[config.mk]
export PLATFORM = sky130hd
export DESIGN_NAME = latch_window_bank
export DESIGN_NICKNAME = d
export VERILOG_FILES = /design/src/rtl/latch_window_pkg.sv /design/src/rtl/latch_window_chan.sv /design/src/rtl/latch_window_bank.sv
export SDC_FILE = /design/constraint.sdc
export NUM_CORES = 1
export LEC_CHECK = 0
export CAP_MARGIN = 20
export CORE_MARGIN = 8
export CORE_UTILIZATION = 45
export DETAILED_ROUTE_END_ITERATION = 6
export DONT_BUFFER_PORTS = 1
export PLACE_DENSITY = 0.6
export RECOVER_POWER = 25
export SYNTH_ARGS = -nofsm -noshare
export SYNTH_HDL_FRONTEND = slang
export SYNTH_SLANG_ARGS = --single-unit
export TNS_END_PERCENT = 50
[constraint.sdc]
create_clock -name clk -period 3.3 [get_ports clk]
set_input_delay 0.165 -clock clk [delete_from_list [all_inputs] [get_ports clk]]
set_output_delay 0.165 -clock clk [all_outputs]
set_load 0.01 [all_outputs]
[src/rtl/latch_window_pkg.sv]
// Shared types and helpers for the windowed latch bank: the per-channel state
// encoding and a saturating increment used by the change counters.
package latch_window_pkg;

    typedef enum logic {
        HOLD = 1'b0,
        OPEN = 1'b1
    } win_state_t;

    // Increment value, sticking at the all-ones pattern of a width-bit field.
    function automatic logic [31:0] sat_inc(input logic [31:0] value, input int width);
        logic [31:0] max_val;
        max_val = (width >= 32) ? 32'hFFFF_FFFF : ((32'd1 << width) - 32'd1);
        return (value >= max_val) ? max_val : value + 32'd1;
    endfunction

endpackage

[src/rtl/latch_window_chan.sv]
// One windowed holding register: captures d for a programmable number of
// clock edges after a start pulse, then holds, counting in-window changes.
module latch_window_chan
    import latch_window_pkg::*;
#(
    parameter int WIDTH = 8,
    parameter int WIN_W = 8
) (
    input  logic             clk,
    input  logic             rst,
    input  logic             start,
    input  logic [WIN_W-1:0] win_len,
    input  logic             transparent,
    input  logic [WIDTH-1:0] d,
    output logic [WIDTH-1:0] q,
    output logic             open,
    output logic             done,
    output logic [WIN_W-1:0] changes
);

    win_state_t       state;
    logic [WIN_W-1:0] cnt;
    logic [WIN_W-1:0] eff_len;
    logic             differs;

    // A zero-length request still captures once.
    always_comb begin
        eff_len = (win_len == '0) ? WIN_W'(1) : win_len;
        differs = (d != q);
    end

    // cnt holds the capture edges still owed after the current one.
    always_ff @(posedge clk or posedge rst) begin
        if (rst) begin
            state   <= HOLD;
            cnt     <= '0;
            q       <= '0;
            open    <= 1'b0;
            done    <= 1'b0;
            changes <= '0;
        end else if (start) begin
            q       <= d;
            cnt     <= eff_len - WIN_W'(1);
            changes <= differs ? WIN_W'(1) : '0;
            if (eff_len > WIN_W'(1)) begin
                state <= OPEN;
                open  <= 1'b1;
                done  <= 1'b0;
            end else begin
                state <= HOLD;
                open  <= 1'b0;
                done  <= 1'b1;
            end
        end else begin
            case (state)
                OPEN: begin
                    q   <= d;
                    cnt <= cnt - WIN_W'(1);
                    if (differs) begin
                        changes <= WIN_W'(sat_inc(32'(changes), WIN_W));
                    end
                    if (cnt == WIN_W'(1)) begin
                        state <= HOLD;
                        open  <= 1'b0;
                        done  <= 1'b1;
                    end else begin
                        done  <= 1'b0;
                    end
                end
                default: begin
                    done <= 1'b0;
                    open <= 1'b0;
                    // The override refreshes q but never touches the window bookkeeping.
                    if (transparent) begin
                        q <= d;
                    end
                end
            endcase
        end
    end

endmodule

[src/rtl/latch_window_bank.sv]
// Bank of independent windowed holding registers; slices the packed data
// buses per channel and broadcasts the shared window length and override.
module latch_window_bank
    import latch_window_pkg::*;
#(
    parameter int WIDTH    = 8,
    parameter int CHANNELS = 4,
    parameter int WIN_W    = 8
) (
    input  logic                      clk,
    input  logic                      rst,
    input  logic [CHANNELS-1:0]       start,
    input  logic [WIN_W-1:0]          win_len,
    input  logic                      transparent,
    input  logic [CHANNELS*WIDTH-1:0] d,
    output logic [CHANNELS*WIDTH-1:0] q,
    output logic [CHANNELS-1:0]       open,
    output logic [CHANNELS-1:0]       done,
    output logic [CHANNELS*WIN_W-1:0] changes
);

    for (genvar i = 0; i < CHANNELS; i++) begin : g_chan
        latch_window_chan #(
            .WIDTH (WIDTH),
            .WIN_W (WIN_W)
        ) u_chan (
            .clk         (clk),
            .rst         (rst),
            .start       (start[i]),
            .win_len     (win_len),
            .transparent (transparent),
            .d           (d[i*WIDTH +: WIDTH]),
            .q           (q[i*WIDTH +: WIDTH]),
            .open        (open[i]),
            .done        (done[i]),
            .changes     (changes[i*WIN_W +: WIN_W])
        );
    end

endmodule

==> impl_metrics.py <==
metrics = {
    "placed_design": {
        "place_area_um2": 5930,
        "hpwlAfterDp_mm": 9.44,
        "buffer_ports.inserted": 0,
        "globalplace.congestion": 0.780,
        "place_ws_ns": 1.15,
    },
    "timing": {
        "setup-violations-final": 0,
        "max-slew-margin-rel_pct": 39.4,
        "post-route-min-period_ns": 2.04,
        "drv_slew": 0,
        "hold_slack_ns": 0.0335,
        "finalHoldViolations": 0,
        "setup_total_negative_slack_ns": 0,
        "max_freq_mhz": 491,
        "worst_clock_skew_ns": 0.00688,
        "worst_slack_ns": 1.26,
        "timing_worst_slew_pin_value_ns": 0.907,
        "rsz0062_at_grt": "no",
        "min_period_over_period_pct": 61.7,
    },
    "cells_and_area": {
        "final_design_area_no_fill_um2": 6630,
        "layout_overhead_on_the_synthesized_area_pct": 13.4,
        "fillers": 1139,
        "final_layout_net_count": 651,
        "post-route-util_pct": 52.3,
        "drive_gt1_share_pct": 12.3,
        "n_antenna_cell": 0,
    },
    "global_routing": {
        "grt_antenna_before_repair": 0,
        "grt_pass1_wl_mm": 22.4,
        "gr-usage-all-layers_pct": 16.8,
        "via_count_of_the_first_global_routing_pass": 4357,
        "overflow": 0,
        "grt_max_degree": 73,
    },
    "critical_path": {
        "critical_path.endpoint_type": "flip-flop",
        "critical-path-slowest-cell": "sky130_fd_sc_hd__dfrtp_1",
        "worst_r2r_path_depth": 5,
        "r2r_end": "g_chan[3].u_chan.changes[2]",
        "critical_path_peak_fanout": 12,
        "worst-setup-path-type": "reg2reg",
        "critical_path.startpoint_type": "flip-flop",
        "max_stage_delay_ns": 0.45,
        "cp.arrival_ns": 2.29,
        "r2r_start": "g_chan[3].u_chan.q[7]",
        "cp_cell_sequence": "xor2_1 -> nor4_1 -> nand2_1 -> and3_1 -> a311oi_1",
        "reg2reg_setup_slack_ns": 1.26,
        "required_ns": 3.55,
    },
    "cts": {
        "cts_htree_levels": 3,
        "cts_num_sinks": 108,
        "clk_path_buf_depth": 2,
        "clock_tree.root_cell": "sky130_fd_sc_hd__clkbuf_16",
        "clock_insertion_delay_worst_skew_ns": 0.35,
        "post-cts-setup-buffers": 0,
        "number_of_buffers_added_by_the_clock_tree_synthesis_step": 9,
        "tritoncts_clock_tree": "yes",
        "path_clk_slew_ns": 0.07,
    },
    "run_status": {
        "outcome": "complete, no violations",
    },
    "route": {
        "finalWirelength_mm": 13.7,
        "drt.antenna.violating_nets": 0,
        "vias_per_cell": 5.63,
        "post-route-drc-count": 0,
        "firstDrtPassIters": 4,
        "dr_total_vias": 4315,
        "dr.first_iter.drc_count": 261,
        "post_detailed_route_wirelength_per_cell_um": 17.8,
    },
    "synthesis": {
        "synth_cells": 569,
        "synth_most_common_cell": "sky130_fd_sc_hd__dfrtp_1",
        "synth_edf_count": 0,
        "synth_seq_area_share_pct": 46.3,
        "synth_async_sr_flop_share_pct": 100,
        "post-synth-top-area-fraction_pct": 46.3,
        "syn_nets": 630,
        "ys_ff_latch": 108,
        "yosys-top-cells-area": "sky130_fd_sc_hd__dfrtp_1 46%, sky130_fd_sc_hd__mux2_2 6.2%, sky130_fd_sc_hd__xor2_1 6.1%",
        "post-synth-top-area-cell": "sky130_fd_sc_hd__dfrtp_1",
        "synth_commonest_cells": "108 x sky130_fd_sc_hd__dfrtp_1, 58 x sky130_fd_sc_hd__nand2_1, 41 x sky130_fd_sc_hd__xor2_1, 32 x sky130_fd_sc_hd__mux2_2, 32 x sky130_fd_sc_hd__nor2_1",
        "syn-mean-instance-area_um2": 10.3,
        "most_used_dff_post_synth": "sky130_fd_sc_hd__dfrtp_1",
        "ys.warnings.count": 0,
        "synthesis.area_um2": 5840,
        "yosys.cell_types.count": 55,
    },
    "hold_path": {
        "hold-path-cell-count": 3,
        "worstHoldPathType": "in2reg",
        "hold_end": "g_chan[3].u_chan.done",
        "hp-start": "start[3]",
    },
    "run": {
        "max_cap_violations": 0,
    },
    "floorplan": {
        "die_outline_height_um": 130,
        "io_pins": 119,
        "die_area_um2": 16900,
        "initial_utilization_pct": 46.1,
        "die_w_um": 130,
        "std_cell_rows": 41,
        "core_region_area_um2": 12700,
    },
    "power": {
        "cellPowerDensity_nw_per_um2": 488,
        "max_vdd_drop_v": 0.000331,
        "leakage_nw": 2.78,
    },
}
report_power, final:
part           total (mW)  internal (mW)  switching (mW)
Sequential           1.61           1.43           0.173
Clock                1.18          0.669           0.510
Combinational       0.449          0.222           0.227
cell usage in the layout (no fill, tap or decap), drive strengths merged, types with 4 or more instances in the layout:
cell type      n
a311oi        11
ha            14
dfrtp        108
and3          13
a31oi         13
nand3         12
nor2          32
and2           8
inv           25
a211oi         5
nor4b          7
xor2          41
mux2          33
xnor2         23
nor3          15
nor2b          5
buf            5
and4           5
a21oi         19
o21ai         35
dlygate4sd3   37
nand2         58
and4b          4
clkbuf         9
nand4          5
a41o           6
nor4          12
sequential cells by signal, indices dropped and copies added, names as in the netlist:
name and cells:
g_chan.u_chan.open 4, g_chan.u_chan.cnt 32, g_chan.u_chan.q 32, g_chan.u_chan.state 4
g_chan.u_chan.done 4, g_chan.u_chan.changes 32
logic make-up after synthesis:
group / synth area share [%]
adder cells (fa/ha/maj): 3.00
XOR/XNOR: 9.59
multiplexers: 6.36
buffers and inverters: 4.37
flip-flops: 46.3
AND/OR/NAND/NOR: 17.0
AO/OA/AOI/OAI: 13.4
worst max-delay path by stage:
stage | cells after the start | start | to
floorplan | 1 | rst | g_chan[0].u_chan.changes[0]
global placement | 9 | win_len[5] | g_chan[1].u_chan.open
detailed placement | 9 | win_len[5] | g_chan[1].u_chan.open
CTS | 5 | g_chan[3].u_chan.q[7] | g_chan[3].u_chan.changes[2]
global route | 5 | g_chan[3].u_chan.q[7] | g_chan[3].u_chan.changes[7]
finish | 5 | g_chan[3].u_chan.q[7] | g_chan[3].u_chan.changes[2]
routing by layer:
| layer | GRT usage [%] | vias to the layer above | share of wire [%] |
|---|---|---|---|
| met5 | 0 | - | 0 |
| met4 | 4.30 | 0 | 1.1 |
| met3 | 6.73 | 13 | 8.0 |
| met1 | 20.9 | 2130 | 43 |
| li1 | - | 2071 | - |
| met2 | 26.7 | 101 | 48 |
repair_timing:
| action | 4_1_cts | 5_1_grt |
|---|---|---|
| gates resized for setup | 0 | 0 |
| hold buffers | 37 | 0 |
| hold endpoints to repair | 161 | 0 |
per-stage QoR:
| stage | power, mW | cells |
|---|---|---|
| final | 3.24 | 767 |
| after detailed placement | 2.04 | 714 |
| after floorplan | 1.95 | 569 |
| after global placement | 2.02 | 714 |
| after global routing | 3.40 | 767 |
| after CTS | 3.28 | 767 |
worst max-delay path: cells and delay by family, from the launching register on:
kind | cells | cell delay [ns]
compound gates | 1 | 0.26
simple gates | 3 | 1.04
flops | 1 | 0.45
xor+xnor | 1 | 0.18
area by class of cell:
cell class | count | area, µm² | area share, %
timing repair buffer | 42 | 408 | 6.15
clock inverter | 7 | 100 | 1.51
tap | 172 | 215 | 3.25
multi-input combinational | 405 | 2890 | 43.5
clock buffer | 9 | 225 | 3.40
sequential | 108 | 2700 | 40.8
inverter | 24 | 92.6 | 1.40
(Power assumes the default switching activity.)
